===== src/rtl/mips_ctrl_pkg.sv =====
// Shared encodings for the multicycle MIPS control path: states, opcodes,
// ALU op and mux select codes, plus the packed control word.
package mips_ctrl_pkg;

  localparam int unsigned STATE_BITS = 4;
  localparam int unsigned OPCODE_W   = 6;

  typedef enum logic [STATE_BITS-1:0] {
    S_FETCH  = 4'd0,
    S_DECODE = 4'd1,
    S_MEMADR = 4'd2,
    S_MEMRD  = 4'd3,
    S_MEMWB  = 4'd4,
    S_MEMWR  = 4'd5,
    S_EXEC   = 4'd6,
    S_RWB    = 4'd7,
    S_BEQ    = 4'd8,
    S_JUMP   = 4'd9,
    S_ADDIEX = 4'd10,
    S_ADDIWB = 4'd11
  } state_t;

  localparam logic [OPCODE_W-1:0] OP_RTYPE = 6'b000000;
  localparam logic [OPCODE_W-1:0] OP_LW    = 6'b100011;
  localparam logic [OPCODE_W-1:0] OP_SW    = 6'b101011;
  localparam logic [OPCODE_W-1:0] OP_BEQ   = 6'b000100;
  localparam logic [OPCODE_W-1:0] OP_J     = 6'b000010;
  localparam logic [OPCODE_W-1:0] OP_ADDI  = 6'b001000;

  // alu_op codes, also consumed by the ALU control decoder
  localparam logic [1:0] ALU_ADD   = 2'b00;
  localparam logic [1:0] ALU_SUB   = 2'b01;
  localparam logic [1:0] ALU_FUNCT = 2'b10;

  localparam logic [1:0] SRCB_B     = 2'b00;
  localparam logic [1:0] SRCB_FOUR  = 2'b01;
  localparam logic [1:0] SRCB_IMM   = 2'b10;
  localparam logic [1:0] SRCB_IMMSH = 2'b11;

  localparam logic [1:0] PCSRC_ALU    = 2'b00;
  localparam logic [1:0] PCSRC_ALUOUT = 2'b01;
  localparam logic [1:0] PCSRC_JUMP   = 2'b10;

  typedef struct packed {
    logic       pc_write;
    logic       pc_write_cond;
    logic       i_or_d;
    logic       mem_read;
    logic       mem_write;
    logic       ir_write;
    logic       mem_to_reg;
    logic       reg_dst;
    logic       reg_write;
    logic       alu_src_a;
    logic [1:0] alu_src_b;
    logic [1:0] alu_op;
    logic [1:0] pc_source;
    logic       instr_done;
    logic       illegal_op;
  } ctrl_t;

  function automatic logic is_known_op(input logic [OPCODE_W-1:0] op);
    return (op == OP_RTYPE) || (op == OP_LW) || (op == OP_SW) ||
           (op == OP_BEQ) || (op == OP_J) || (op == OP_ADDI);
  endfunction

endpackage


===== src/rtl/mc_main_control_if.sv =====
// Control/datapath interface: opcode and memory handshake in, strobes and selects out.
interface mc_main_control_if;
  logic [5:0] opcode;
  logic       mem_ready;
  logic       pc_write;
  logic       pc_write_cond;
  logic       i_or_d;
  logic       mem_read;
  logic       mem_write;
  logic       ir_write;
  logic       mem_to_reg;
  logic       reg_dst;
  logic       reg_write;
  logic       alu_src_a;
  logic [1:0] alu_src_b;
  logic [1:0] alu_op;
  logic [1:0] pc_source;
  logic       instr_done;
  logic       illegal_op;

  modport master (
    input  opcode, mem_ready,
    output pc_write, pc_write_cond, i_or_d, mem_read, mem_write, ir_write,
           mem_to_reg, reg_dst, reg_write, alu_src_a, alu_src_b, alu_op,
           pc_source, instr_done, illegal_op
  );

  modport slave (
    output opcode, mem_ready,
    input  pc_write, pc_write_cond, i_or_d, mem_read, mem_write, ir_write,
           mem_to_reg, reg_dst, reg_write, alu_src_a, alu_src_b, alu_op,
           pc_source, instr_done, illegal_op
  );
endinterface


===== src/rtl/mc_ctrl_decode.sv =====
// Combinational control word decode from current state, opcode and memory handshake.
module mc_ctrl_decode
  import mips_ctrl_pkg::*;
(
  input  state_t                state,
  input  logic [OPCODE_W-1:0]   opcode,
  input  logic                  mem_ready,
  input  logic                  reset,
  output ctrl_t                 ctrl
);

  always_comb begin
    ctrl = '0;
    if (!reset) begin
      unique case (state)
        S_FETCH: begin
          ctrl.mem_read  = 1'b1;
          ctrl.alu_src_b = SRCB_FOUR;
          ctrl.alu_op    = ALU_ADD;
          ctrl.pc_source = PCSRC_ALU;
          ctrl.ir_write  = mem_ready;
          ctrl.pc_write  = mem_ready;
        end
        // Branch target is precomputed here while the opcode is decoded
        S_DECODE: begin
          ctrl.alu_src_b  = SRCB_IMMSH;
          ctrl.alu_op     = ALU_ADD;
          ctrl.illegal_op = !is_known_op(opcode);
        end
        S_MEMADR, S_ADDIEX: begin
          ctrl.alu_src_a = 1'b1;
          ctrl.alu_src_b = SRCB_IMM;
          ctrl.alu_op    = ALU_ADD;
        end
        S_MEMRD: begin
          ctrl.mem_read = 1'b1;
          ctrl.i_or_d   = 1'b1;
        end
        S_MEMWB: begin
          ctrl.reg_write  = 1'b1;
          ctrl.mem_to_reg = 1'b1;
          ctrl.instr_done = 1'b1;
        end
        // Write strobe held through the stall; done only when memory accepts
        S_MEMWR: begin
          ctrl.mem_write  = 1'b1;
          ctrl.i_or_d     = 1'b1;
          ctrl.instr_done = mem_ready;
        end
        S_EXEC: begin
          ctrl.alu_src_a = 1'b1;
          ctrl.alu_src_b = SRCB_B;
          ctrl.alu_op    = ALU_FUNCT;
        end
        S_RWB: begin
          ctrl.reg_write  = 1'b1;
          ctrl.reg_dst    = 1'b1;
          ctrl.instr_done = 1'b1;
        end
        S_BEQ: begin
          ctrl.alu_src_a     = 1'b1;
          ctrl.alu_src_b     = SRCB_B;
          ctrl.alu_op        = ALU_SUB;
          ctrl.pc_write_cond = 1'b1;
          ctrl.pc_source     = PCSRC_ALUOUT;
          ctrl.instr_done    = 1'b1;
        end
        S_JUMP: begin
          ctrl.pc_write   = 1'b1;
          ctrl.pc_source  = PCSRC_JUMP;
          ctrl.instr_done = 1'b1;
        end
        S_ADDIWB: begin
          ctrl.reg_write  = 1'b1;
          ctrl.instr_done = 1'b1;
        end
        default: ctrl = '0;
      endcase
    end
  end

endmodule


===== src/rtl/mc_main_control.sv =====
// Multicycle MIPS main control FSM: state register, next-state logic and
// the control word decoder driving the datapath interface.
module mc_main_control
  import mips_ctrl_pkg::*;
#(
  parameter int unsigned STATE_W = 4
) (
  input  logic                clk,
  input  logic                reset,
  mc_main_control_if.master   bus,
  output logic [STATE_W-1:0]  state
);

  state_t state_q;
  state_t state_d;
  ctrl_t  ctrl;

  always_ff @(posedge clk) begin
    if (reset) state_q <= S_FETCH;
    else       state_q <= state_d;
  end

  // mem_ready only matters in FETCH, MEMRD and MEMWR
  always_comb begin
    state_d = S_FETCH;
    unique case (state_q)
      S_FETCH:  state_d = bus.mem_ready ? S_DECODE : S_FETCH;
      S_DECODE: begin
        case (bus.opcode)
          OP_LW, OP_SW: state_d = S_MEMADR;
          OP_RTYPE:     state_d = S_EXEC;
          OP_BEQ:       state_d = S_BEQ;
          OP_J:         state_d = S_JUMP;
          OP_ADDI:      state_d = S_ADDIEX;
          default:      state_d = S_FETCH;
        endcase
      end
      S_MEMADR: state_d = (bus.opcode == OP_SW) ? S_MEMWR : S_MEMRD;
      S_MEMRD:  state_d = bus.mem_ready ? S_MEMWB : S_MEMRD;
      S_MEMWB:  state_d = S_FETCH;
      S_MEMWR:  state_d = bus.mem_ready ? S_FETCH : S_MEMWR;
      S_EXEC:   state_d = S_RWB;
      S_RWB:    state_d = S_FETCH;
      S_BEQ:    state_d = S_FETCH;
      S_JUMP:   state_d = S_FETCH;
      S_ADDIEX: state_d = S_ADDIWB;
      S_ADDIWB: state_d = S_FETCH;
      default:  state_d = S_FETCH;
    endcase
  end

  mc_ctrl_decode u_decode (
    .state     (state_q),
    .opcode    (bus.opcode),
    .mem_ready (bus.mem_ready),
    .reset     (reset),
    .ctrl      (ctrl)
  );

  assign bus.pc_write      = ctrl.pc_write;
  assign bus.pc_write_cond = ctrl.pc_write_cond;
  assign bus.i_or_d        = ctrl.i_or_d;
  assign bus.mem_read      = ctrl.mem_read;
  assign bus.mem_write     = ctrl.mem_write;
  assign bus.ir_write      = ctrl.ir_write;
  assign bus.mem_to_reg    = ctrl.mem_to_reg;
  assign bus.reg_dst       = ctrl.reg_dst;
  assign bus.reg_write     = ctrl.reg_write;
  assign bus.alu_src_a     = ctrl.alu_src_a;
  assign bus.alu_src_b     = ctrl.alu_src_b;
  assign bus.alu_op        = ctrl.alu_op;
  assign bus.pc_source     = ctrl.pc_source;
  assign bus.instr_done    = ctrl.instr_done;
  assign bus.illegal_op    = ctrl.illegal_op;

  assign state = STATE_W'(state_q);

endmodule


===== src/flat_wrapper.sv =====
// flat-port wrapper written by rule: the top's interface ports become plain ports
module mc_main_control_flat import mips_ctrl_pkg::*;
#(
  parameter int unsigned STATE_W = 4
)
  (clk, reset, state, bus_opcode, bus_mem_ready, bus_pc_write, bus_pc_write_cond, bus_i_or_d, bus_mem_read, bus_mem_write, bus_ir_write, bus_mem_to_reg, bus_reg_dst, bus_reg_write, bus_alu_src_a, bus_alu_src_b, bus_alu_op, bus_pc_source, bus_instr_done, bus_illegal_op);
  mc_main_control_if bus_i ();
  input  logic clk;
  input  logic reset;
  output logic [STATE_W-1:0] state;
  input wire logic [$bits(bus_i.opcode)-1:0] bus_opcode;
  input wire logic [$bits(bus_i.mem_ready)-1:0] bus_mem_ready;
  output wire logic [$bits(bus_i.pc_write)-1:0] bus_pc_write;
  output wire logic [$bits(bus_i.pc_write_cond)-1:0] bus_pc_write_cond;
  output wire logic [$bits(bus_i.i_or_d)-1:0] bus_i_or_d;
  output wire logic [$bits(bus_i.mem_read)-1:0] bus_mem_read;
  output wire logic [$bits(bus_i.mem_write)-1:0] bus_mem_write;
  output wire logic [$bits(bus_i.ir_write)-1:0] bus_ir_write;
  output wire logic [$bits(bus_i.mem_to_reg)-1:0] bus_mem_to_reg;
  output wire logic [$bits(bus_i.reg_dst)-1:0] bus_reg_dst;
  output wire logic [$bits(bus_i.reg_write)-1:0] bus_reg_write;
  output wire logic [$bits(bus_i.alu_src_a)-1:0] bus_alu_src_a;
  output wire logic [$bits(bus_i.alu_src_b)-1:0] bus_alu_src_b;
  output wire logic [$bits(bus_i.alu_op)-1:0] bus_alu_op;
  output wire logic [$bits(bus_i.pc_source)-1:0] bus_pc_source;
  output wire logic [$bits(bus_i.instr_done)-1:0] bus_instr_done;
  output wire logic [$bits(bus_i.illegal_op)-1:0] bus_illegal_op;
  assign bus_i.opcode = bus_opcode;
  assign bus_i.mem_ready = bus_mem_ready;
  assign bus_pc_write = bus_i.pc_write;
  assign bus_pc_write_cond = bus_i.pc_write_cond;
  assign bus_i_or_d = bus_i.i_or_d;
  assign bus_mem_read = bus_i.mem_read;
  assign bus_mem_write = bus_i.mem_write;
  assign bus_ir_write = bus_i.ir_write;
  assign bus_mem_to_reg = bus_i.mem_to_reg;
  assign bus_reg_dst = bus_i.reg_dst;
  assign bus_reg_write = bus_i.reg_write;
  assign bus_alu_src_a = bus_i.alu_src_a;
  assign bus_alu_src_b = bus_i.alu_src_b;
  assign bus_alu_op = bus_i.alu_op;
  assign bus_pc_source = bus_i.pc_source;
  assign bus_instr_done = bus_i.instr_done;
  assign bus_illegal_op = bus_i.illegal_op;
  mc_main_control #(.STATE_W(STATE_W)) u_core (.clk(clk), .reset(reset), .bus(bus_i), .state(state));
endmodule

===== config.mk =====
export PLATFORM = sky130hd
export DESIGN_NAME = mc_main_control_flat
export DESIGN_NICKNAME = d
export VERILOG_FILES = /design/src/rtl/mips_ctrl_pkg.sv /design/src/rtl/mc_main_control_if.sv /design/src/rtl/mc_ctrl_decode.sv /design/src/rtl/mc_main_control.sv /design/src/flat_wrapper.sv
export SDC_FILE = /design/constraint.sdc
export NUM_CORES = 1
export LEC_CHECK = 0
export ABC_AREA = 1
export BUFFER_PORTS_ARGS = -buffer_cell sky130_fd_sc_hd__buf_2
export CORE_UTILIZATION = 39
export CTS_CLUSTER_DIAMETER = 80
export DETAILED_ROUTE_END_ITERATION = 10
export GPL_TIMING_DRIVEN = 1
export MAX_ROUTING_LAYER = met4
export PLACE_DENSITY = 0.71
export SETUP_SLACK_MARGIN = 0.2
export SYNTH_ARGS = -nofsm -noshare
export SYNTH_HDL_FRONTEND = slang
export SYNTH_SLANG_ARGS = --single-unit

===== constraint.sdc =====
create_clock -name clk -period 1.03 [get_ports clk]
set_clock_uncertainty 0.1 [all_clocks]
set_input_delay 0.103 -clock clk [delete_from_list [all_inputs] [get_ports clk]]
set_output_delay 0.103 -clock clk [all_outputs]
set_load 0.02 [all_outputs]

==> reports/results.ini, run 1 <==
[status]
stop_error=[ERROR DPL-0038] Utilization greater than 100%, impossible to legalize
status=stopped before the end
failed_stage=clock tree synthesis (4_1_cts)

[clock_tree]
numCtsBuffers=3
clock_sinks=4
cts_resized=60
post_cts_buffers=4
cts_root_buf=clkbuf_4
h-tree-depth=1
postCtsHoldBufs=0
clockBufferDepth=2

[die]
initial_utilization_pct=42.96
row_count=13
fp.dieW_um=40.33
die_h_um=40.33
io_pins=31

[logic_synthesis]
yosysWarnings=0
synth.top_cells.by_area=nand2_1, nor2_1, dfxtp_1
synth-seq-cells=4
ys_types=20
synth_cells=115
syn_area_um2=573.1
netlist.area_leader.share_pct=20.31
synth_top_area_cell=nand2_1
syn_nets=124
syn_area_per_cell_um2=4.983
ys_seq_area_share_pct=13.97

[placement]
place.port_buffers=30
hpwl_um=1658
gp_congestion=0.7839
dp_cells=182

[cells by family after synthesis]
kind of cell    share of synthesized area (%)
flops                                   13.97
buf+inv                                 14.41
simple gates                            61.35
compound gates                          10.26
[synthesized netlist by cell type]
cell,count
o21ai_0,1
inv_1,14
nor2_2,2
inv_2,5
buf_1,1
a211oi_1,1
a21oi_1,4
nand2_2,6
a31oi_1,2
dfxtp_1,4
nor2_1,28
nor3_1,3
a21oi_2,1
nand3_1,5
clkinv_1,1
clkbuf_1,1
nand2_1,31
nand3_2,3
nor3_2,1
o21ai_1,1
[through the flow]
stage               worst slack [ns]  cell area [um^2]
global placement             -0.2331              1122
floorplan                    -0.2841             768.2
detailed placement           -0.3127              1122
==> inputs of run 2 (changes only) <==
CORE_AREA = 2 2 63 65   (was default)
CORE_UTILIZATION = default   (was 39)
CTS_CLUSTER_DIAMETER = default   (was 80)
DIE_AREA = 0 0 65 67   (was default)
MAX_ROUTING_LAYER = default   (was met4)
PLACE_DENSITY = default   (was 0.71)
PLACE_DENSITY_LB_ADDON = 0.15   (was default)
SETUP_SLACK_MARGIN = default   (was 0.2)
clock period = 1.35 ns   (was 1.03 ns; I/O delays follow)
==> run 2 against run 1 <==
Synthesized cell count unchanged. The flow now finishes, with violations (negative setup slack). Synthesized area unchanged.
==> reports/results.ini, run 2 <==
[worst_setup_path]
cp-end-kind=primary output
crit_type=flop to primary output
required_ns=1.12
worstPathArrival_ns=1.27
crit_slowest_cell=dfxtp_4
crit_path_max_fanout=5
cpPeakStageDelay_ns=0.37
path_cells=inv_4, nand2_4, nand2_2, a21oi_4, a31oi_4, buf_6
start_kind=flop

[job]
maxCapViolations=0

[placement]
hpwl_um=1619  ; was 1658 um
place_ws_ns=-0.06942  ; was -0.3127 ns
gp_congestion=0.8030  ; was 0.7839
dp_cells=200  ; was 182
place.port_buffers=30  ; unchanged

[worst_hold_path]
hold_class=input pin to flop

[route]
via_count=854
vias_per_cell=4.086
drt-initial-drc-count=32
antenna_left=0
firstDrtPassIters=4
wl_per_cell_um=9.861
drcViolationCount=0
wirelength_um=2061

[sta]
setup_viol=18
period_minus_slack_ns=1.503
rsz0062_at_grt=yes
worst_pin_slew_ns=0.3097
drv_slew=0
hold_violations=0
max_freq_mhz=665.1
period_share_pct=111.4
slew_headroom_pct=79.14
final.setup.tns_ns=-1.299
worst_hold_slack_ns=0.1540
setup_ws_ns=-0.1535

[layout]
fin_cells=209
largest_register_ffs=4
diodes=0
final_cell_mix=buf_4, nor2_1, nand2_1
syn_to_final_growth_pct=119.0
nNetsFinal=172
final_common_cell=buf_4
drive_above_1_share_pct=67.08

[pwr]
power_leakage_nw=0.6380
power_density_mw_per_mm2=441.2
max-vdd-ir-drop_v=0.0001345

[die]
row_count=22  ; was 13
io_pins=31  ; unchanged
core_area_mm2=0.003606
fp.dieW_um=65  ; was 40.33 um
die_h_um=67  ; was 40.33 um
initial_utilization_pct=15.89  ; was 42.96%
die-area_mm2=0.004355

[clock_tree]
postCtsHoldBufs=0  ; unchanged
clockBufferDepth=2  ; unchanged
cts_root_buf=clkbuf_8  ; was clkbuf_4
numCtsBuffers=3  ; unchanged
cts_tree=built
h-tree-depth=1  ; unchanged
clk_pin_slew_ns=0.03
clock_sinks=4  ; unchanged
clk_latency_ns=0.21

[global_route]
antenna_found_initial=0
overflow=0
grt_start_max_net_pins=14
first_global_vias=758
grtUsageTotal_pct=9.683
grt_pass1_wl_um=3270

[logic_synthesis]
syn_area_um2=573.1  ; unchanged
synth.top_cells.by_area=nand2_1, nor2_1, dfxtp_1  ; unchanged
ys_types=20  ; unchanged
ys.flop_type=dfxtp_1  ; unchanged
ys_seq_area_share_pct=13.97  ; unchanged
ys_top_cells_by_count=nand2_1, nor2_1, inv_1  ; unchanged
synth_edf_count=0  ; unchanged
synth_cells=115  ; unchanged
synth-seq-cells=4  ; unchanged
netlist.area_leader.share_pct=20.31  ; unchanged
syn_nets=124  ; unchanged
synthArstFlopShare_pct=0  ; unchanged
yosysWarnings=0  ; unchanged
synth_most_common_cell=nand2_1  ; unchanged
synth_top_area_cell=nand2_1  ; unchanged
syn_area_per_cell_um2=4.983  ; unchanged

[status]
status=complete, but fails checks  ; was stopped before the end
violations=negative setup slack

[run 2: cells by family after synthesis]
family | synth area share, %
simple gates | 61.35
flops | 13.97
compound gates | 10.26
buf+inv | 14.41
[run 2: final timing paths]
| check | end | startpoint | slack (ns) | depth (start not counted) |
|---|---|---|---|---|
| worst min register to register | u_core.state[3] | u_core.state[3] | 0.59 | 4 |
| worst min-delay path | u_core.state[2] | reset | 0.15 | 2 |
| worst max-delay path | bus_instr_done | u_core.state[3] | -0.15 | 6 |
| worst max register to register | u_core.state[2] | u_core.state[1] | -0.04 | 11 |
[run 2: routing by layer]
metal | vias to the layer above | wire, um | track usage (%)
li1 | 447 | - | -
met1 | 389 | 871 | 11.78
met2 | 18 | 1109 | 16.62
met3 | 0 | 79 | 1.858
met4 | 0 | 0 | 3.989
met5 | - | 0 | 0
[run 2: power by group]
part | internal, mW | total [mW] | switching (mW)
Combinational | 0.0755 | 0.182 | 0.107
Clock | 0.190 | 0.246 | 0.0560
Sequential | 0.116 | 0.126 | 0.00996
Total | 0.381 | 0.554 | 0.173
[run 2: through the flow]
| stage | cell area (um^2) | utilization (%) | total power, mW |
|---|---|---|---|
| 2_1_floorplan | 635.6 | - | 0.2112 |
| 3_3_place_gp | 905.9 | 25.12 | 0.2651 |
| 3_5_place_dp | 905.9 | 25.12 | 0.2649 |
| 4_1_cts | 1152 | 31.96 | 0.5441 |
| 5_1_grt | 1255 | 34.80 | 0.5953 |
| 6_report | 1255 | 34.80 | 0.5537 |
[run 2: cell type report]
type	count	area, um^2
Clock buffer	3	41.29
Fill cell	386	2351
Inverter	20	101.3
Multi-Input combinational cell	89	618.1
Sequential cell	4	95.09
Tap cell	48	60.06
Timing Repair Buffer	45	339.1
[run 2: critical path, delay by kind of cell, from the launching register on]
family	cells	cell delay (ns)
buffers and inverters	2	0.19
DFF	1	0.37
AOI/OAI and AO/OA	2	0.29
and+or+nand+nor	2	0.21
[run 2: repair_timing]
item | CTS | global route
pin swaps | 6 | 7
setup buffers | 3 | 3
setup endpoints to repair | 17 | 22
resized for setup | 62 | 24
No activity file was read; power rests on OpenSTA's default activity.
